**config.mk**
```make
export PLATFORM = sky130hd
export DESIGN_NAME = rld_scheduler
export DESIGN_NICKNAME = d
export VERILOG_FILES = /design/src/rtl/rld_pkg.sv /design/src/rtl/rld_scheduler_rr_arb2.sv /design/src/rtl/rld_scheduler.sv
export SDC_FILE = /design/constraint.sdc
export NUM_CORES = 1
export LEC_CHECK = 0
export ABC_AREA = 1
export CAP_MARGIN = 5
export CORE_ASPECT_RATIO = 0.5
export CORE_MARGIN = 4
export CORE_UTILIZATION = 30
export DETAILED_ROUTE_END_ITERATION = 8
export SETUP_SLACK_MARGIN = 0.1
export SKIP_CTS_REPAIR_TIMING = 1
export SYNTH_ARGS = -nofsm -noshare
export SYNTH_HDL_FRONTEND = slang
export SYNTH_SLANG_ARGS = --single-unit
```
**constraint.sdc**
```tcl
create_clock -name CLK -period 3 [get_ports CLK]
set_clock_uncertainty 0.2 [all_clocks]
set_input_delay 0.3 -clock CLK [delete_from_list [all_inputs] [get_ports CLK]]
set_output_delay 0.3 -clock CLK [all_outputs]
set_load 0.01 [all_outputs]
```
**src/rtl/rld_pkg.sv**
```systemverilog
// -----------------------------------------------------------------------------
// rld_pkg
// Shared types and widths for the run-length decoder scheduler and its
// arbiter. Imported by rld_scheduler and rr_arb2.
//   SYM_W             : token symbol width
//   CNT_W             : token repeat-count width
//   WD_W              : watchdog counter width
//   rld_sched_state_t : scheduler FSM states
//   rld_token_t       : {sym, cnt} token
// -----------------------------------------------------------------------------
package rld_pkg;

    localparam int SYM_W = 8;
    localparam int CNT_W = 4;
    localparam int WD_W  = 8;

    typedef enum logic [1:0] {
        IDLE  = 2'd0,
        ISSUE = 2'd1,
        WAIT  = 2'd2,
        DONE  = 2'd3
    } rld_sched_state_t;

    typedef struct packed {
        logic [SYM_W-1:0] sym;
        logic [CNT_W-1:0] cnt;
    } rld_token_t;

endpackage

```
**src/rtl/rld_scheduler_rr_arb2.sv**
```systemverilog
// -----------------------------------------------------------------------------
// rr_arb2
// Two-way round-robin arbiter. A lone requester always wins; when both
// request, the requester named by the pointer wins. The pointer moves to the
// other requester whenever the current grant is accepted.
// Ports:
//   i_clk    : clock, rising edge
//   i_rst_n  : asynchronous active-low reset (pointer -> 0)
//   i_valid  : request vector {req1, req0}
//   i_accept : grant taken this cycle, advance the pointer
//   o_grant  : index of the winning requester (meaningful when any i_valid)
// -----------------------------------------------------------------------------
module rr_arb2 (
    input  logic       i_clk,
    input  logic       i_rst_n,
    input  logic [1:0] i_valid,
    input  logic       i_accept,
    output logic       o_grant
);

    logic r_ptr;

    always_comb begin
        o_grant = 1'b0;
        case (i_valid)
            2'b10:   o_grant = 1'b1;
            2'b11:   o_grant = r_ptr;
            default: o_grant = 1'b0;
        endcase
    end

    always_ff @(posedge i_clk or negedge i_rst_n) begin
        if (!i_rst_n) begin
            r_ptr <= 1'b0;
        end else if (i_accept) begin
            // Favour the requester that did not just win.
            r_ptr <= ~o_grant;
        end
    end

endmodule

```
**src/rtl/rld_scheduler.sv**
```systemverilog
// -----------------------------------------------------------------------------
// rld_scheduler
// Shares one run-length decoder between two token requesters. A token is
// accepted in IDLE, launched with a one-cycle start pulse, and completed when
// the decoder signals ready (or the watchdog expires). Completion is reported
// with a one-cycle done pulse carrying the requester id. Zero-count tokens
// bypass the decoder entirely.
// Optional feature macro: RLD_SCHED_STAT_EN adds per-requester completion
// counters (stat0/stat1, wrapping) and a watchdog event counter (stat_to,
// saturating).
// Parameters:
//   TIMEOUT     : WAIT cycles before the watchdog fires (2..255)
// Ports:
//   CLK, RST    : clock (rising edge), asynchronous active-low reset
//   reqN_valid  : requester N has a token; reqN_din / reqN_cin carry it
//   reqN_ready  : token from requester N accepted this cycle
//   dec_din/cin : token held towards the decoder from accept until done
//   dec_start   : one-cycle decoder start pulse
//   dec_ready   : decoder done pulse (honoured in WAIT only)
//   done        : one-cycle token-complete pulse, done_id names the requester
//   err_timeout : sticky watchdog flag
//   busy        : scheduler not in IDLE
//   stat0/stat1/stat_to : statistics (RLD_SCHED_STAT_EN only)
// -----------------------------------------------------------------------------
module rld_scheduler
    import rld_pkg::*;
#(
    parameter int TIMEOUT = 64
) (
    input  logic             CLK,
    input  logic             RST,
    input  logic             req0_valid,
    input  logic [SYM_W-1:0] req0_din,
    input  logic [CNT_W-1:0] req0_cin,
    output logic             req0_ready,
    input  logic             req1_valid,
    input  logic [SYM_W-1:0] req1_din,
    input  logic [CNT_W-1:0] req1_cin,
    output logic             req1_ready,
    output logic [SYM_W-1:0] dec_din,
    output logic [CNT_W-1:0] dec_cin,
    output logic             dec_start,
    input  logic             dec_ready,
    output logic             done,
    output logic             done_id,
    output logic             err_timeout,
    output logic             busy
`ifdef RLD_SCHED_STAT_EN
    ,
    output logic [15:0]      stat0,
    output logic [15:0]      stat1,
    output logic [7:0]       stat_to
`endif
);

    rld_sched_state_t r_state;
    rld_sched_state_t w_state_nxt;

    rld_token_t       r_tok;
    rld_token_t       w_tok;
    logic             r_done_id;
    logic             r_err;
    logic [WD_W-1:0]  r_wdog;
    logic [WD_W-1:0]  w_wdog_inc;
    logic             w_grant;
    logic             w_accept;
    logic             w_timeout;
    logic             w_idle;

    rr_arb2 u_arb (
        .i_clk    (CLK),
        .i_rst_n  (RST),
        .i_valid  ({req1_valid, req0_valid}),
        .i_accept (w_accept),
        .o_grant  (w_grant)
    );

    assign w_idle     = (r_state == IDLE);
    assign req0_ready = w_idle && req0_valid && !w_grant;
    assign req1_ready = w_idle && req1_valid &&  w_grant;
    assign w_accept   = req0_ready || req1_ready;

    always_comb begin
        w_tok = '{sym: req0_din, cnt: req0_cin};
        if (w_grant) begin
            w_tok = '{sym: req1_din, cnt: req1_cin};
        end
    end

    // Saturating increment; the watchdog only advances in WAIT without ready.
    assign w_wdog_inc = (r_wdog == '1) ? r_wdog : r_wdog + 1'b1;
    assign w_timeout  = (r_state == WAIT) && !dec_ready &&
                        (w_wdog_inc == WD_W'(TIMEOUT));

    always_comb begin
        w_state_nxt = r_state;
        dec_start   = 1'b0;
        done        = 1'b0;
        busy        = 1'b1;
        case (r_state)
            IDLE: begin
                busy = 1'b0;
                if (w_accept) begin
                    // Zero-count tokens never touch the decoder.
                    w_state_nxt = (w_tok.cnt == '0) ? DONE : ISSUE;
                end
            end
            ISSUE: begin
                dec_start   = 1'b1;
                w_state_nxt = WAIT;
            end
            WAIT: begin
                // A ready on the last allowed cycle beats the watchdog.
                if (dec_ready || w_timeout) begin
                    w_state_nxt = DONE;
                end
            end
            DONE: begin
                done        = 1'b1;
                w_state_nxt = IDLE;
            end
            default: begin
                w_state_nxt = IDLE;
            end
        endcase
    end

    always_ff @(posedge CLK or negedge RST) begin
        if (!RST) begin
            r_state   <= IDLE;
            r_tok     <= '0;
            r_done_id <= 1'b0;
            r_err     <= 1'b0;
            r_wdog    <= '0;
        end else begin
            r_state <= w_state_nxt;
            if (w_accept) begin
                r_tok     <= w_tok;
                r_done_id <= w_grant;
            end
            if (r_state == ISSUE) begin
                r_wdog <= '0;
            end else if ((r_state == WAIT) && !dec_ready) begin
                r_wdog <= w_wdog_inc;
            end
            if (w_timeout) begin
                r_err <= 1'b1;
            end
        end
    end

    assign dec_din     = r_tok.sym;
    assign dec_cin     = r_tok.cnt;
    assign done_id     = r_done_id;
    assign err_timeout = r_err;

`ifdef RLD_SCHED_STAT_EN
    logic [15:0] r_stat0;
    logic [15:0] r_stat1;
    logic [7:0]  r_stat_to;

    always_ff @(posedge CLK or negedge RST) begin
        if (!RST) begin
            r_stat0   <= '0;
            r_stat1   <= '0;
            r_stat_to <= '0;
        end else begin
            if (r_state == DONE) begin
                if (r_done_id) begin
                    r_stat1 <= r_stat1 + 16'd1;
                end else begin
                    r_stat0 <= r_stat0 + 16'd1;
                end
            end
            if (w_timeout && (r_stat_to != 8'hFF)) begin
                r_stat_to <= r_stat_to + 8'd1;
            end
        end
    end

    assign stat0   = r_stat0;
    assign stat1   = r_stat1;
    assign stat_to = r_stat_to;
`endif

endmodule
```
==> results.txt <==
----------------------------------------------------
[Synth]
  Synthesized flop and latch total ... 25
  Total of warnings raised by yosys ... 0
  Cells after synthesis ... around 190
  Average footprint of a synthesized cell ... approximately 7.5 µm²
  Number of unique standard cell types used by synthesis ... 21
  Post-synth design cell area ... between 0.001 and 0.0015 mm²
  Syn nets ... between 200 and 250
  Sequential-to-total area share from yosys stat ... 0.434

[STA]
  Setup TNS ... 0 ns
  Setup repair after global routing missed its margin ... no
  Fin. max-slew vios ... 0
  Final hold violation count ... 0
  Post-route fraction of the period consumed by the critical path ... 0.793
  Worst slew slack as a fraction of its limit ... 0.717
  Maximum operating frequency ... ~0.42 GHz
  Hold slack final ... ~0.2 ns
  Final critical path time including I/O delays and setup ... roughly 2.4 ns
  Final setup violation count ... 0
  Worst slew pin tran ... 0.424 ns
  Worst path setup slack after routing ... a little over 0.6 ns

[Drt]
  DRT antenna net count ... 0
  Count of routing violations after the opening detailed-route iteration ... 30
  Vias after detailed routing ... approximately 1.4k
  Vias/cell ... ~4.5
  Average wire per standard cell ... around 11 µm
  Remaining routing DRC violations ... 0
  Total Wirelength ... 3.49 mm
  Drt first pass iters ... 4

[Place]
  I/O Buffers ... 47
  HPWL after detailed placement ... between 2 and 3 mm
  Dpl ws ... between 0.6 and 0.7 ns
  Final GP Congestion ... ~0.85

[Clocking]
  Clock-pin slew on the worst setup and hold paths ... 0.08 ns
  Clock latency reported for the late side of the worst-skew pair ... roughly 0.26 ns
  Number of levels the H-tree was split into ... 1
  Number of buffers added by the clock tree synthesis step ... 3
  Clock root buffer ... sky130_fd_sc_hd__clkbuf_8
  Clock Sinks ... 25
  TritonCTS clock tree ... yes
  Longest Clk Path Bufs ... 2

[GRT]
  GRT Residual Overflow ... 0
  Vias in the first global route ... 1310
  Global-route wire length before repair ... about 5.8 mm
  Number of antenna violations at the first check in global routing ... 0
  Overall routing resource usage ... 0.116
  Pin count of the biggest net entering global routing ... 26

[Worst setup path]
  Endpoint kind of the worst setup timing path ... primary output
  Startpoint kind of the worst setup timing path ... flip-flop
  Worst Path Required ... about 2.5 ns
  Worst path arrival time ... 1.88 ns
  Max FO, Critical Path ... 4
  Crit path kind ... flip-flop to primary output

[Power and ir drop]
  Relative contribution of the clock network to total power ... 0.129
  Power spent charging and discharging nets ... about 570 µW
  Fraction of power spent switching nets ... 0.383
  Maximum vdd drop ... between 200 and 300 µV
  Fraction of power consumed by combinational cells ... 0.515
  Lkg Pwr ... 0.000874 µW
  Internal power of the cells ... ~920 µW
  Power per unit of standard cell area ... about 740 mW/mm²
  Total power consumption of the routed design ... around 1500 µW
  Seq pwr share ... 0.356

[Floorplanning]
  Overall die height ... 57.0 µm
  Die X-Extent ... approximately 110 µm
  Count of pins on the block boundary ... 48
  Core footprint ... 0.00451 mm²
  Initial core utilization ... 0.320
  Standard-cell row count ... 17
  Area enclosed by the die boundary ... between 0.006 and 0.007 mm²

[Layout]
  Post-Route Utilization ... 0.451
  Share of post-route cells with drive strength above 1 ... 0.0747
  Inserted Diodes ... 0
  Most common cell after layout, fill and taps aside ... sky130_fd_sc_hd__nand2_1
  Commonest non-fill, non-tap cells in the layout ... sky130_fd_sc_hd__nand2_1 (58), sky130_fd_sc_hd__clkdlybuf4s50_1 (47), sky130_fd_sc_hd__dfrtp_1 (25)
  P&R area growth vs syn ... 41.1%
  Final-stage net count ... roughly 280

[Min path]
  Classification of the worst-slack hold path ... input pin to asynchronous set/reset pin

[Status]
  Run status ... complete, no violations

[Job]
  Total of max-cap violations ... 0

----------------------------------------------------
per-layer routing:
metal,track usage,vias up,part of all wire
li1,-,717,-
met1,0.148,629,0.48
met2,0.208,22,0.50
met3,0.0237,2,0.022
met4,0.0221,0,0.0037
met5,0,-,0
synthesized netlist by cell type (all sizes together):
| master | number | area share |
|---|---|---|
| nand2 | 64 | 0.18 |
| buf | 4 | 0.014 |
| o21bai | 1 | 0.0052 |
| nand4 | 1 | 0.0043 |
| a31oi | 11 | 0.048 |
| dfrtp | 25 | 0.43 |
| a21oi | 2 | 0.0069 |
| and3 | 1 | 0.0043 |
| nor2 | 25 | 0.081 |
| and2 | 1 | 0.0043 |
| inv | 19 | 0.049 |
| o21ai | 8 | 0.028 |
| xnor2 | 1 | 0.0061 |
| nand3 | 19 | 0.069 |
| or2 | 1 | 0.0043 |
| o22ai | 3 | 0.013 |
| ha | 6 | 0.052 |
power groups by stage:
stage               sequential, µW  combinational, µW  clock [µW]
floorplan                      571                389           0
global placement               537                775           0
detailed placement             541                781           0
CTS                            535                782         204
global route                   550                865         214
finish                         533                772         193
registers in the layout, indices dropped and copies added, names as in the netlist:
name and flops:
done_id 1, err_timeout 1, r_state 2, dec_din 8, dec_cin 4, r_wdog 8
u_arb.r_ptr 1
critical path, cell delays in order, from the launching register on:
cell and delay [ns]:
sky130_fd_sc_hd__dfrtp_1 0.42, sky130_fd_sc_hd__inv_1 0.13, sky130_fd_sc_hd__ha_1 0.22, sky130_fd_sc_hd__nand2_1 0.13
sky130_fd_sc_hd__nor2_1 0.16, sky130_fd_sc_hd__clkdlybuf4s50_1 0.56
path summary, 6_finish.rpt:
kind                                   from           to  slack [ns]  depth (start not counted)
min in group CLK                err_timeout  err_timeout        0.29                          1
worst max-delay path             r_state[1]   req0_ready        0.62                          5
worst max register to register    r_wdog[0]   r_state[0]        1.01                         13
worst min register to register  err_timeout  err_timeout        0.29                          1
worst min-delay path                    RST   dec_cin[0]        0.20                          2
max in group asynchronous               RST    r_wdog[4]        2.15                          2
kinds of logic after synthesis:
kind of cell             count (synthesis)  share of synthesized area
AO/OA/AOI/OAI                           25                      0.101
adder cells (fa/ha/maj)                  6                     0.0520
XOR/XNOR                                 1                    0.00607
AND/OR/NAND/NOR                        112                      0.344
buffers and inverters                   23                     0.0633
flip-flops                              25                      0.434
area by class of cell:
| class | instances | area, µm² |
|---|---|---|
| fill | 470 | 2470 |
| inverter | 19 | 71.3 |
| sequential | 25 | 626 |
| clock buffer | 4 | 45.0 |
| timing repair buffer | 49 | 485 |
| tap | 66 | 82.6 |
| multi-input combinational | 144 | 726 |
stage by stage:
stage | cell area, µm² | cells
global route | 2040 | 307
floorplan | 1440 | 192
global placement | 1990 | 303
finish | 2040 | 307
detailed placement | 1990 | 303
CTS | 2040 | 307
Note: power is estimated with default switching activity, not from simulation.
